[config.mk]
export PLATFORM = sky130hd
export DESIGN_NAME = alu_regfile_pipe
export DESIGN_NICKNAME = d
export VERILOG_FILES = /design/src/rtl/alu_regfile_pipe.sv
export SDC_FILE = /design/constraint.sdc
export NUM_CORES = 1
export LEC_CHECK = 0
export BUFFER_PORTS_ARGS = -buffer_cell sky130_fd_sc_hd__buf_2
export CAP_MARGIN = 5
export CORE_UTILIZATION = 55
export DETAILED_ROUTE_END_ITERATION = 8
export GPL_ROUTABILITY_DRIVEN = 0
export GPL_TIMING_DRIVEN = 1
export PLACE_DENSITY = 0.72
export SKIP_CTS_REPAIR_TIMING = 1
export SLEW_MARGIN = 20
export SYNTH_ARGS = -nofsm -noshare
export SYNTH_HDL_FRONTEND = slang
export SYNTH_SLANG_ARGS = --single-unit
[constraint.sdc]
create_clock -name clk -period 3.5 [get_ports clk]
set_input_delay 0.7 -clock clk [delete_from_list [all_inputs] [get_ports clk]]
set_output_delay 0.7 -clock clk [all_outputs]
set_load 0.03 [all_outputs]
[src/rtl/alu_regfile_pipe.sv]
// Registered ALU with an iterative multiplier and a result register file.
// Single-cycle ops pass through one capture stage and complete one edge
// after acceptance; MUL holds the block busy while a shift-add loop runs.
//
// state | meaning
// IDLE  | ready for a new op; single-cycle ops flow through the capture stage
// MUL   | shift-add multiply in progress, one multiplier bit per cycle
module alu_regfile_pipe #(
    parameter int WIDTH  = 8,
    parameter int ADDR_W = 4
) (
    input  logic              clk,
    input  logic              rst,
    input  logic              in_valid,
    output logic              in_ready,
    input  logic [WIDTH-1:0]  a,
    input  logic [WIDTH-1:0]  b,
    input  logic [2:0]        sel,
    input  logic [ADDR_W-1:0] wr_addr,
    output logic [WIDTH:0]    c,
    output logic              out_valid,
    output logic              zero,
    output logic              ovf,
    input  logic [ADDR_W-1:0] rd_addr,
    output logic [WIDTH:0]    d_out
);

    localparam int DEPTH = 2 ** ADDR_W;
    localparam int CW    = $clog2(WIDTH + 1);

    localparam logic [0:0] IDLE = 1'b0;
    localparam logic [0:0] MUL  = 1'b1;

    localparam logic [2:0] OP_ADD = 3'd0;
    localparam logic [2:0] OP_SUB = 3'd1;
    localparam logic [2:0] OP_AND = 3'd2;
    localparam logic [2:0] OP_OR  = 3'd3;
    localparam logic [2:0] OP_XOR = 3'd4;
    localparam logic [2:0] OP_NOT = 3'd5;
    localparam logic [2:0] OP_SHL = 3'd6;
    localparam logic [2:0] OP_MUL = 3'd7;

    logic [0:0]          state;
    logic                accept;

    // capture stage for single-cycle ops
    logic                p_valid;
    logic [WIDTH-1:0]    p_a;
    logic [WIDTH-1:0]    p_b;
    logic [2:0]          p_sel;
    logic [ADDR_W-1:0]   p_addr;

    // multiplier datapath
    logic [2*WIDTH-1:0]  m_acc;
    logic [2*WIDTH-1:0]  m_cand;
    logic [WIDTH-1:0]    m_plier;
    logic [CW-1:0]       m_cnt;
    logic [2*WIDTH-1:0]  m_sum;
    logic                m_last;

    logic [WIDTH:0]      alu_res;
    logic                alu_ovf;
    logic                res_valid;
    logic [WIDTH:0]      res;
    logic                res_ovf;

    logic [WIDTH:0]      mem [DEPTH];

    assign in_ready = (state == IDLE);
    assign accept   = in_valid && in_ready;

    // single-cycle ALU on the captured operands
    always_comb begin
        alu_res = '0;
        alu_ovf = 1'b0;
        case (p_sel)
            OP_ADD: begin
                alu_res = {1'b0, p_a} + {1'b0, p_b};
                alu_ovf = alu_res[WIDTH];
            end
            OP_SUB: begin
                alu_res = {1'b0, p_a} - {1'b0, p_b};
                alu_ovf = (p_a < p_b);
            end
            OP_AND:  alu_res = {1'b0, p_a & p_b};
            OP_OR:   alu_res = {1'b0, p_a | p_b};
            OP_XOR:  alu_res = {1'b0, p_a ^ p_b};
            OP_NOT:  alu_res = {1'b0, ~p_a};
            OP_SHL:  alu_res = {p_a, 1'b0};
            default: alu_res = '0;
        endcase
    end

    // next partial product and completion select; the final iteration's sum
    // feeds the result directly so MUL completes on its last loop edge
    always_comb begin
        m_sum     = m_acc + (m_plier[0] ? m_cand : '0);
        m_last    = (state == MUL) && (m_cnt == '0);
        res_valid = p_valid || m_last;
        res       = p_valid ? alu_res : m_sum[WIDTH:0];
        res_ovf   = p_valid ? alu_ovf : (|m_sum[2*WIDTH-1:WIDTH+1]);
    end

    // FSM and operand capture
    always_ff @(posedge clk) begin
        if (rst) begin
            state   <= IDLE;
            p_valid <= 1'b0;
            p_a     <= '0;
            p_b     <= '0;
            p_sel   <= '0;
            p_addr  <= '0;
        end else begin
            p_valid <= accept && (sel != OP_MUL);
            if (accept) begin
                p_a    <= a;
                p_b    <= b;
                p_sel  <= sel;
                p_addr <= wr_addr;
                if (sel == OP_MUL) state <= MUL;
            end else if (m_last) begin
                state <= IDLE;
            end
        end
    end

    // shift-add multiplier: load on accept, iterate while in MUL
    always_ff @(posedge clk) begin
        if (rst) begin
            m_acc   <= '0;
            m_cand  <= '0;
            m_plier <= '0;
            m_cnt   <= '0;
        end else if (accept && (sel == OP_MUL)) begin
            m_acc   <= '0;
            m_cand  <= {{WIDTH{1'b0}}, a};
            m_plier <= b;
            m_cnt   <= CW'(WIDTH - 1);
        end else if (state == MUL) begin
            m_acc   <= m_sum;
            m_cand  <= m_cand << 1;
            m_plier <= m_plier >> 1;
            m_cnt   <= m_cnt - CW'(1);
        end
    end

    // result and flag registers
    always_ff @(posedge clk) begin
        if (rst) begin
            c         <= '0;
            out_valid <= 1'b0;
            zero      <= 1'b0;
            ovf       <= 1'b0;
        end else begin
            out_valid <= res_valid;
            if (res_valid) begin
                c    <= res;
                zero <= (res == '0);
                ovf  <= res_ovf;
            end
        end
    end

    // register file write and read-first registered read
    always_ff @(posedge clk) begin
        if (rst) begin
            for (int i = 0; i < DEPTH; i++) mem[i] <= '0;
            d_out <= '0;
        end else begin
            if (res_valid) mem[p_addr] <= res;
            d_out <= mem[rd_addr];
        end
    end

endmodule

After elaboration in Yosys (flattened, before gate mapping)
Memories as Yosys holds them, arrays and structs flattened. A register that Yosys moved wholly into a read port is not among the register bits. Index checks and enable logic that the tools add are counted.

$add $sub $neg: 4. Order comparisons: 1. Equality and inequality tests: 9. Multiplexer cells: 22. Bitwise operators: 5. Reduce and logical (&&, ||, !) cells: 14.

Operators with widths (count): 9-bit case mux with 7 select lines (1); 8-bit 2-to-1 mux (4); 9-bit 2-to-1 mux (2); 16-bit adder (1); 16-bit 2-to-1 mux (1); 3-bit == test, second input constant (4); 1-bit 2-to-1 mux (10); 8-bit by 8-bit adder with 9-bit output (1); 9-bit logical NOT (1); 9-bit OR reduction (1); 8-bit by 8-bit subtractor with 9-bit output (1); 8-bit AND (1); 8-bit < comparator (1); 8-bit NOT (1); 8-bit OR (1); 8-bit bitwise XOR (1); 7-bit OR reduction (1); 3-bit by 2-bit == test with 1-bit output, second input constant (2); 3-bit 2-to-1 mux (2); 1-bit logical AND (4); 4-bit logical NOT (1); 4-bit 2-to-1 mux (1); 2-bit nonzero test (2); 4-bit by 1-bit subtractor with 4-bit output, second input constant (1); other kinds (9) (9).

Register bits: 81. Bits in writable memories: 144. Bits of input ports: 30. Logic and storage cells: 72. Memories: 1.

Memories: mem (depth 16, bits a word 9, read ports 1, clocked after Yosys merged registers in 1, wr ports 16, line 67) `logic [WIDTH:0] mem [DEPTH];`.

Longest topological paths before layout
Gate-level depths: netlist of run 1.

Word-level depth: 8. Gate-level depth with buffers: 14. Depth with buffers taken out: 12.

Least setup slack after synthesis of run 1
OpenSTA, ideal clock, no wires.

Path kind: reg-to-reg. Start point: reg m_plier[0]. End point: mem mem[12][8] (netlist name), data pin. Setup time: 0.265 ns. Data arrival time: 2.699 ns. Setup slack: 0.536 ns. Cell stages (with the launch flop): 15. Path buffers: 3. Period minus slack after synthesis: 2.964 ns. Path through: dfxtp_1 > clkbuf_1 > and2_1 > ha_1 > fa_1 > a21oi_1 > o21ai_0 > a21oi_1 > o21bai_1 > a21oi_1 > xor2_1 > o22a_1 > buf_2 > buf_2 > nor2_1.

RTL lines: start: declaration (line 56) `logic [WIDTH-1:0] m_plier;`; start signal: assignment (line 142) `m_plier <= m_plier >> 1;`; end: declaration (line 67).

==> results of run 1 <==
## Yosys cell counts, drive strengths merged (11+ instances only)
cell | count | area (sq um)
a211oi | 22 | 165
a21o | 11 | 82.6
a21oi | 66 | 353
a22oi | 11 | 87.6
and2 | 21 | 131
buf | 25 | 121
clkbuf | 43 | 161
dfxtp | 90 | 1800
edfxtp | 144 | 4320
ha | 42 | 526
inv | 29 | 109
mux2i | 27 | 270
mux4 | 45 | 1010
nand2 | 96 | 360
nand2b | 22 | 145
nor2 | 220 | 828
nor2b | 24 | 150
o21ai | 23 | 119
xnor2 | 11 | 96.3
## metrics by stage
stage	std cells	hold WS [ns]	worst slack, ns	util (%)
6_report	1393	0.419	0.444	63.1
5_1_grt	1393	0.431	0.182	63.1
4_1_cts	1393	0.415	0.437	63.1
3_5_place_dp	1349	0.467	0.473	59.3
3_3_place_gp	1349	0.459	0.547	59.3
2_1_floorplan	1072	0.444	0.536	-
## path summary, 6_finish.rpt
| check | endpoint | slack, ns | depth (start not counted) |
|---|---|---|---|
| worst max-delay path | mem[10][8] | 0.44 | 12 |
| worst min-delay path | p_b[2] | 0.42 | 3 |
| worst max register to register | mem[10][8] | 0.44 | 12 |
| worst min register to register | m_cand[6] | 0.48 | 2 |
## report_power, final
part           internal (uW)  total (uW)  leakage [uW]  switching (uW)
Sequential              3020        3090       0.00222            65.3
Clock                   1490        2560      0.000389            1080
Combinational            248         645       0.00215             397
Total                   4760        6300       0.00476            1540
## cells by family after synthesis
logic type	share of synthesized area, %
AOI/OAI and AO/OA	10.0
xor gates and xnor gates	1.50
adders and majority gates	5.03
buffers and inverters	3.36
DFF	52.6
muxes	11.1
and+or+nand+nor	16.3
## sequential cells by signal, summed over array words and instances, names as in the netlist, 4 cells and up
register  count
p_b           8
d_out         9
m_acc        16
mem         144
m_plier       8
c             9
m_cnt         4
p_a           8
p_addr        4
m_cand       16
## worst max-delay path, delay by kind of cell (launching register included)
kind | cells | cell delay, ns
adders and majority gates | 2 | 0.65
DFF | 1 | 0.42
and+or+nand+nor | 2 | 0.27
buffers and inverters | 1 | 0.23
xor gates and xnor gates | 1 | 0.21
AOI/OAI and AO/OA | 6 | 1.01
## placed cells by master, fill, tap and decap left out, drive strengths merged, types with 5 or more instances in the layout
cell type    n
nor2       220
nand2       96
and3         5
a21o        11
ha          42
nor2b       24
xnor2       11
nor3        10
a21oi       66
nand3        8
inv         30
o21ai       23
xor2         9
mux2i       27
and2        21
a211oi      22
nand2b      22
mux4        45
edfxtp     144
clkbuf      32
nand4        7
buf         75
clkinv       9
a22oi       11
dfxtp       90
## routing by layer
metal	up-vias	track usage (%)	wire length, um
met5	-	0	14
met4	2	9.69	957
met3	62	3.52	1410
met2	256	43.8	13400
met1	3904	33.5	11200
li1	3906	-	-
## area by class of cell
type,instances,area (sq um)
Fill cell,1646,7560
Tap cell,270,338
Clock inverter,12,121
Clock buffer,32,663
Multi-Input combinational cell,741,5120
Timing Repair Buffer,75,448
Inverter,29,109
Sequential cell,234,6130
==> results summary, run 1 <==
The count of final setup violators is 0. The layout overhead on the synthesized area is 11.1%. The biggest cell delay along the critical path came out at 0.44 ns. The Yosys step of the flow raised 0 warnings. The normalized max-slew margin is 39.6%. The highest net fanout along the worst path came out at 18. The H-tree depth reported by CTS is 1.

For the worst setup path, the data arrival time is ~3.3 ns. Detailed placement finished with a half-perimeter wire length of between 15000 and 20000 um. The die covers ~0.022 sq mm. The number of antenna violations at the first check in global routing is 1.

The power density relative to cell area came out at around 490 mW/mm^2. The static leakage is approximately 0.0048 uW. Timing would allow up to between 300 and 400 MHz. The total power after layout came out at around 6300 uW. The count of standard-cell rows came out at 52.

The count of flip-flops with a built-in enable after synthesis is about 140. The total length of routed wires came out at roughly 27000 um. Clock tree synthesis inserted a total of 24 buffers. The worst-case vdd ir drop came out at 0.375 mV. The number of hold violations in the final report is 0.

The critical path goes through and2_1 -> ha_1 -> fa_1 -> a21oi_1 -> o21ai_0 -> a21oi_1 -> o21bai_1 -> a21oi_1 -> xor2_1 -> o22a_1 -> buf_4 -> nor2_1. The count of final max-slew check failures came out at 0. The proportion of synthesized flip-flops having asynchronous set or reset came out at 0%. Buffers placed on the I/O ports in this run total 51. The run finished with clean final reports. Tracing the worst setup path back leads to its startpoint at m_plier[0].

After clock tree synthesis, the clock-pin slew on the worst setup and hold paths is 0.07 ns. The worst hold path begins at b[2]. The residual DRC count is 0. The max-capacitance violation count is 0.

The post-route standard cell area excluding fillers came out at approximately 0.013 sq mm. The first TritonRoute pass finished after 5 iterations. The count of different cell masters after synthesis came out at between 60 and 70. The min-delay analysis places its worst path in the category in -> reg.

The global-route usage over all layers came out at approximately 26%. 52 I/O pins were placed. The type of the setup path with the least slack is reg -> reg. TritonCTS built the clock tree. Entering global routing, the biggest net connects between 40 and 50 pins. At the later pin of the worst-skew pair, clock insertion delay measures 0.53 ns. Cells with a size suffix above 1 make up 15.4% of the layout.

The mean number of vias per cell came out at 5.84. The synthesis-stage register bit count is about 230. The average wire length per cell after detail routing is 19.4 um. The die is 147 um wide. The placed instance area came out at ~0.012 sq mm.

The average instance area after synthesis is roughly 11 sq um. In the synthesized netlist the dominant register cell turns out to be edfxtp_1. The cell area after synthesis is 0.0116 sq mm. Data on the critical path is required at its endpoint by roughly 3.8 ns. The worst register-to-register path begins at m_plier[0]. After technology mapping, the gate count stands at 1072.

The time the worst path needs with I/O delays and setup is 3.06 ns. For this block, the via count after detailed routing is between 8000 and 9000. The total negative slack for setup checks came out at 0 ns.

The total core area is 0.0205 sq mm. The number of nets in the layout came out at ~1200. The most numerous cell type found on the critical path is a21oi_1. The worst setup path is captured at a flip-flop. The repair_antennas step left the layout with diodes totalling 0. On the critical path, the stage with the largest delay is an instance of fa_1. The pin slew with the least headroom to its limit came out at between 0.8 and 0.9 ns. Setup repair after global routing left no endpoint under its margin. The proportion of synthesized chip area in sequential cells came out at 52.6%. The launching element type of the critical path is a flip-flop. In this run the clock root is driven by a clkbuf_16. The initial utilization of the core area, before any placement, comes to 56.8%. The count of routing violations after the opening detailed-route iteration is between 600 and 700. The remaining global-route overflow came out at 0. Synthesis produced a netlist with a net count of 1147. The clock net sink count is ~230. The height of the die is about 150 um.

The largest buffer count on any clock path came out at 3. The number of global-route vias before repair came out at slightly below 8000. After layout, the worst path uses approximately 87% of the clock period. The number of nets with antenna violations after routing is 0. For the final database, setup skew stands at 0.0132 ns. The first global-routing pass estimated about 43000 um of wire.
Power figures use the tool's default switching activity.
==> run 2, diff against run 1 <==
- ABC_AREA: default -> 1
- CORE_UTILIZATION: 55 -> 62
- PLACE_DENSITY: 0.72 -> 0.8
==> run 2 against run 1 <==
Synthesized area increased by 2.8%. Sequential power about the same. Via count increased by 23%. Worst setup slack improved by 0.25 ns. Die area decreased by 8.7%. Clock skew decreased by 0.0050 ns. Cell count increased by 23%.
==> results summary, run 2 <==
The HPWL after detailed placement came to 20500 um (+12%). The timing-limited maximum frequency is 356 MHz (+8.8%). The storage element area is 0.00613 sq mm (about the same). The max-capacitance violation count came out at 0 (unchanged). The first-pass GRT wire length came out at 47800 um (+11%).

Among all cell types in the netlist, the one instantiated most often is nor2_1. The cell area after synthesis is 0.0120 sq mm (+2.8%). The critical path goes through nand2_1 -> inv_1 -> ha_1 -> fa_1 -> nand2_1 -> nand2_1 -> o21ai_1 -> xor2_1 -> nor2_1 -> a21oi_4 -> buf_4 -> nand3_1 -> nor2_1 -> nand4_1 -> a21oi_1. The combined area of the multi-input logic cells is 0.00498 sq mm (-2.8%). The count of final max-slew check failures was 0 (unchanged). The count of warnings emitted by yosys is 0 (unchanged).

The end-of-flow core utilization is 69.7% (+6.6 points). The number of hold violations in the final report came out at 0 (unchanged). The largest buffer count on any clock path is 3 (unchanged). The total negative slack for setup checks was 0 ns (unchanged). The share of power burned in combinational logic is 12.0% (+1.8 points). The placed instance area is 0.0124 sq mm (+1.7%). The type of the setup path with the least slack is reg -> reg. The total CTS buffers is 24 (unchanged).

The total length of routed wires came to 30000 um (+11%). The proportion of synthesized flip-flops having asynchronous set or reset came out at 0% (unchanged). The clock net sink count was 234 (unchanged).

Yosys attributes the largest share of cell area to edfxtp_1, dfxtp_1, nor2_1, nand2_1, o21ai_0. The static leakage is 0.00543 uW (+14%). The total core area came out at 0.0188 sq mm (-8.1%). The proportion of synthesized chip area in sequential cells came out at 51.2% (-1.4 points). The time the worst path needs with I/O delays and setup came out at 2.81 ns (-0.248 ns).

The number of antenna violations at the first check in global routing was 2 (+1). The number of nets in the layout is 1510 (+28%). The die area came to 0.0199 sq mm (-8.7%). The internal reg-to-reg setup slack came out at 0.69 ns (+0.25 ns). The first-pass iteration count of the detailed router is 5 (unchanged). The register bank with the most flops is mem. The remaining global-route overflow came out at 0 (unchanged). The height of the die is 141 um (-4.5%). The count of flip-flops with a built-in enable after synthesis was 144 (unchanged). The average wire length per cell after detail routing is 17.5 um (-9.6%).

The normalized max-slew margin came out at 40.7% (+1.2 points). On the critical path the largest part of the delay comes from simple AND/OR/NAND/NOR gates. The number of nets with antenna violations after routing came out at 0 (unchanged). The final hold slack came out at 0.427 ns (+0.00831 ns).

The clock tree skew after final layout came out at 0.00818 ns (-0.00503 ns). The number of global-route vias before repair is 9443 (+19%). The H-tree depth reported by CTS came out at 1 (unchanged).

Leaving out fill and tap cells, the most frequent cell in the layout is nor2_1. The worst hold path begins at b[2]. The count of routing violations after the opening detailed-route iteration is 877 (+37%). Setup repair after global routing left no endpoint under its margin. The worst register-to-register path begins at m_plier[0]. The number of top-level pins is 52 (unchanged). The internal power component came to 4700 uW (-1.2%). The clock transition at the registers of the reported paths is 0.06 ns (about the same). For this design, the slowest cell found on the critical path is dfxtp_1. The post-route standard cell area excluding fillers came out at 0.0131 sq mm (+1.5%).

The proportion of power drawn by flip-flops and latches was 48.5% (-0.6 points). The flow ran to the end, and the final reports show no timing, DRC or antenna violations. The total power after layout came to 6390 uW (+1.5%). The worst-case vdd ir drop came out at 0.436 mV (+16%). The count of buffer and inverter cells on the critical path is 2 (+1). Counting instances in the post-synthesis netlist gives the leading cell types as nor2_1, nand2_1, edfxtp_1. Relative to the synthesized area, the layout overhead comes to 9.69%. The share of final-layout standard cells stronger than drive strength 1 came to 9.36% (-6.0 points). The width of the die is 141 um (-4.5%). The residual DRC count is 0 (unchanged). TritonCTS built the clock tree. For hold timing, the worst endpoint is p_b[2]. For this run, the leading register cell type out of synthesis is edfxtp_1.

Summed over all instances, the cell type with the most area after synthesis is edfxtp_1. The source-to-sink clock delay at the later pin of the worst-skew pair is 0.53 ns (about the same). The share of total power consumed by net switching came out at 26.4% (+2.0 points). The final-layout fill cell count came out at 1498 (-9.0%).

Leaving out fill and tap cells, the most frequent cells in the layout are nor2_1, nand2_1, edfxtp_1. The via count of the routed design is 9982 (+23%). The pin slew with the least headroom to its limit came out at 0.885 ns (-0.0143 ns). The count of different cell masters after synthesis was 40 (-40%). The switching component of the power is 1690 uW (+9.8%).

The endpoint of the lowest-slack register-to-register path is zero. The launching element type of the critical path is a flip-flop. The count of final setup violators is 0 (unchanged). The power density relative to cell area is 487 mW/mm^2 (about the same). The data arrival time of the worst path came out at 3.27 ns (-0.05 ns). The number of flip-flops under the largest register name is 144 (unchanged). The worst setup path is captured at a flip-flop. The mean number of vias per cell came to 5.82 (-0.21%). The number of standard cells after synthesis is 1417 (+32%). The depth of the worst hold-timing path came out at 3 (unchanged). The count of standard-cell rows is 50 (-3.8%).

The largest registers in the layout are mem (144), m_acc (16), m_cand (16). The worst endpoint required time is 3.96 ns (+0.20 ns). The final critical-path share of the clock period is 80.2% (-7.1 points). The global-route usage over all layers is 30.6% (+5.0 points).

The initial core utilization is 63.5% (+6.7 points). The biggest cell delay along the critical path came to 0.46 ns (+0.02 ns). The master cell of the clock root buffer is clkbuf_16. The total of buffers placed on input and output ports is 51 (unchanged). The largest net degree at the start of global routing came out at 69 (+50%). The clock group share of total power came out at 39.4% (-1.3 points).

The post-synthesis net count came out at 1492 (+30%). In this design, the critical path's most frequently occurring cell is nand2_1. The top cell type's share of synthesized area is 36.1% (-1.0 points). The count of cells along the worst register-to-register path is 15 (+3).

The synthesis-stage register bit count came out at 234 (unchanged). In this run the worst hold path is classified as in -> reg. The highest net fanout along the worst path is 18 (unchanged). The average instance area after synthesis is 8.44 sq um (-22%).
-- run 2: cell families (layout without fill, tap and decap cells) --
family          Yosys count  in the layout  share of synthesized area, %
simple gates            619            619                          21.4
compound gates          290            290                          14.5
flops                   234            234                          51.2
buf+inv                 217            253                          7.16
fa+ha+maj                45             45                          4.89
xor+xnor                 12             12                         0.878
other cells               0              1                             0
-- run 2: worst min-delay path: stages --
cell	delay [ns]
buf_2	0.07
inv_1	0.04
a21oi_1	0.10
-- run 2: power groups by stage --
stage	Clock, uW	Combinational, uW	Sequential (uW)
after floorplan	0	511	3170
after global placement	0	737	3150
after detailed placement	0	751	3160
after CTS	2540	757	3100
after global routing	2630	845	3110
final	2520	768	3100
-- run 2: final cells by class --
cell class                      count  area share (%)
Multi-Input combinational cell    966            38.0
Antenna cell                        1          0.0191
Inverter                          142            4.06
Sequential cell                   234            46.7
Tap cell                          260            2.48
Timing Repair Buffer               67            2.96
Clock inverter                     10           0.915
Clock buffer                       34            4.94
-- run 2: how the worst max path moves through the flow --
stage            endpoint  startpoint  cells past startpoint
6_report             zero  m_plier[0]                     15
3_3_place_gp         c[7]  m_plier[0]                     13
2_1_floorplan  mem[10][8]  m_plier[0]                     15
4_1_cts              zero  m_plier[0]                     15
3_5_place_dp         zero  m_plier[0]                     15
5_1_grt              zero  m_plier[0]                     15
-- run 2: per-stage QoR --
stage	std cells	setup slack, ns
final	1714	0.692
after detailed placement	1669	0.762
after floorplan	1417	0.875
after global routing	1713	0.420
after CTS	1713	0.715
after global placement	1669	0.872
-- run 2: per-layer routing --
metal / track usage [%] / vias to the layer above / wire [um]
met5: 0 / - / 12
li1: - / 4812 / -
met3: 4.35 / 81 / 2300
met2: 52.0 / 461 / 14400
met1: 39.6 / 4626 / 12200
met4: 12.6 / 2 / 1100
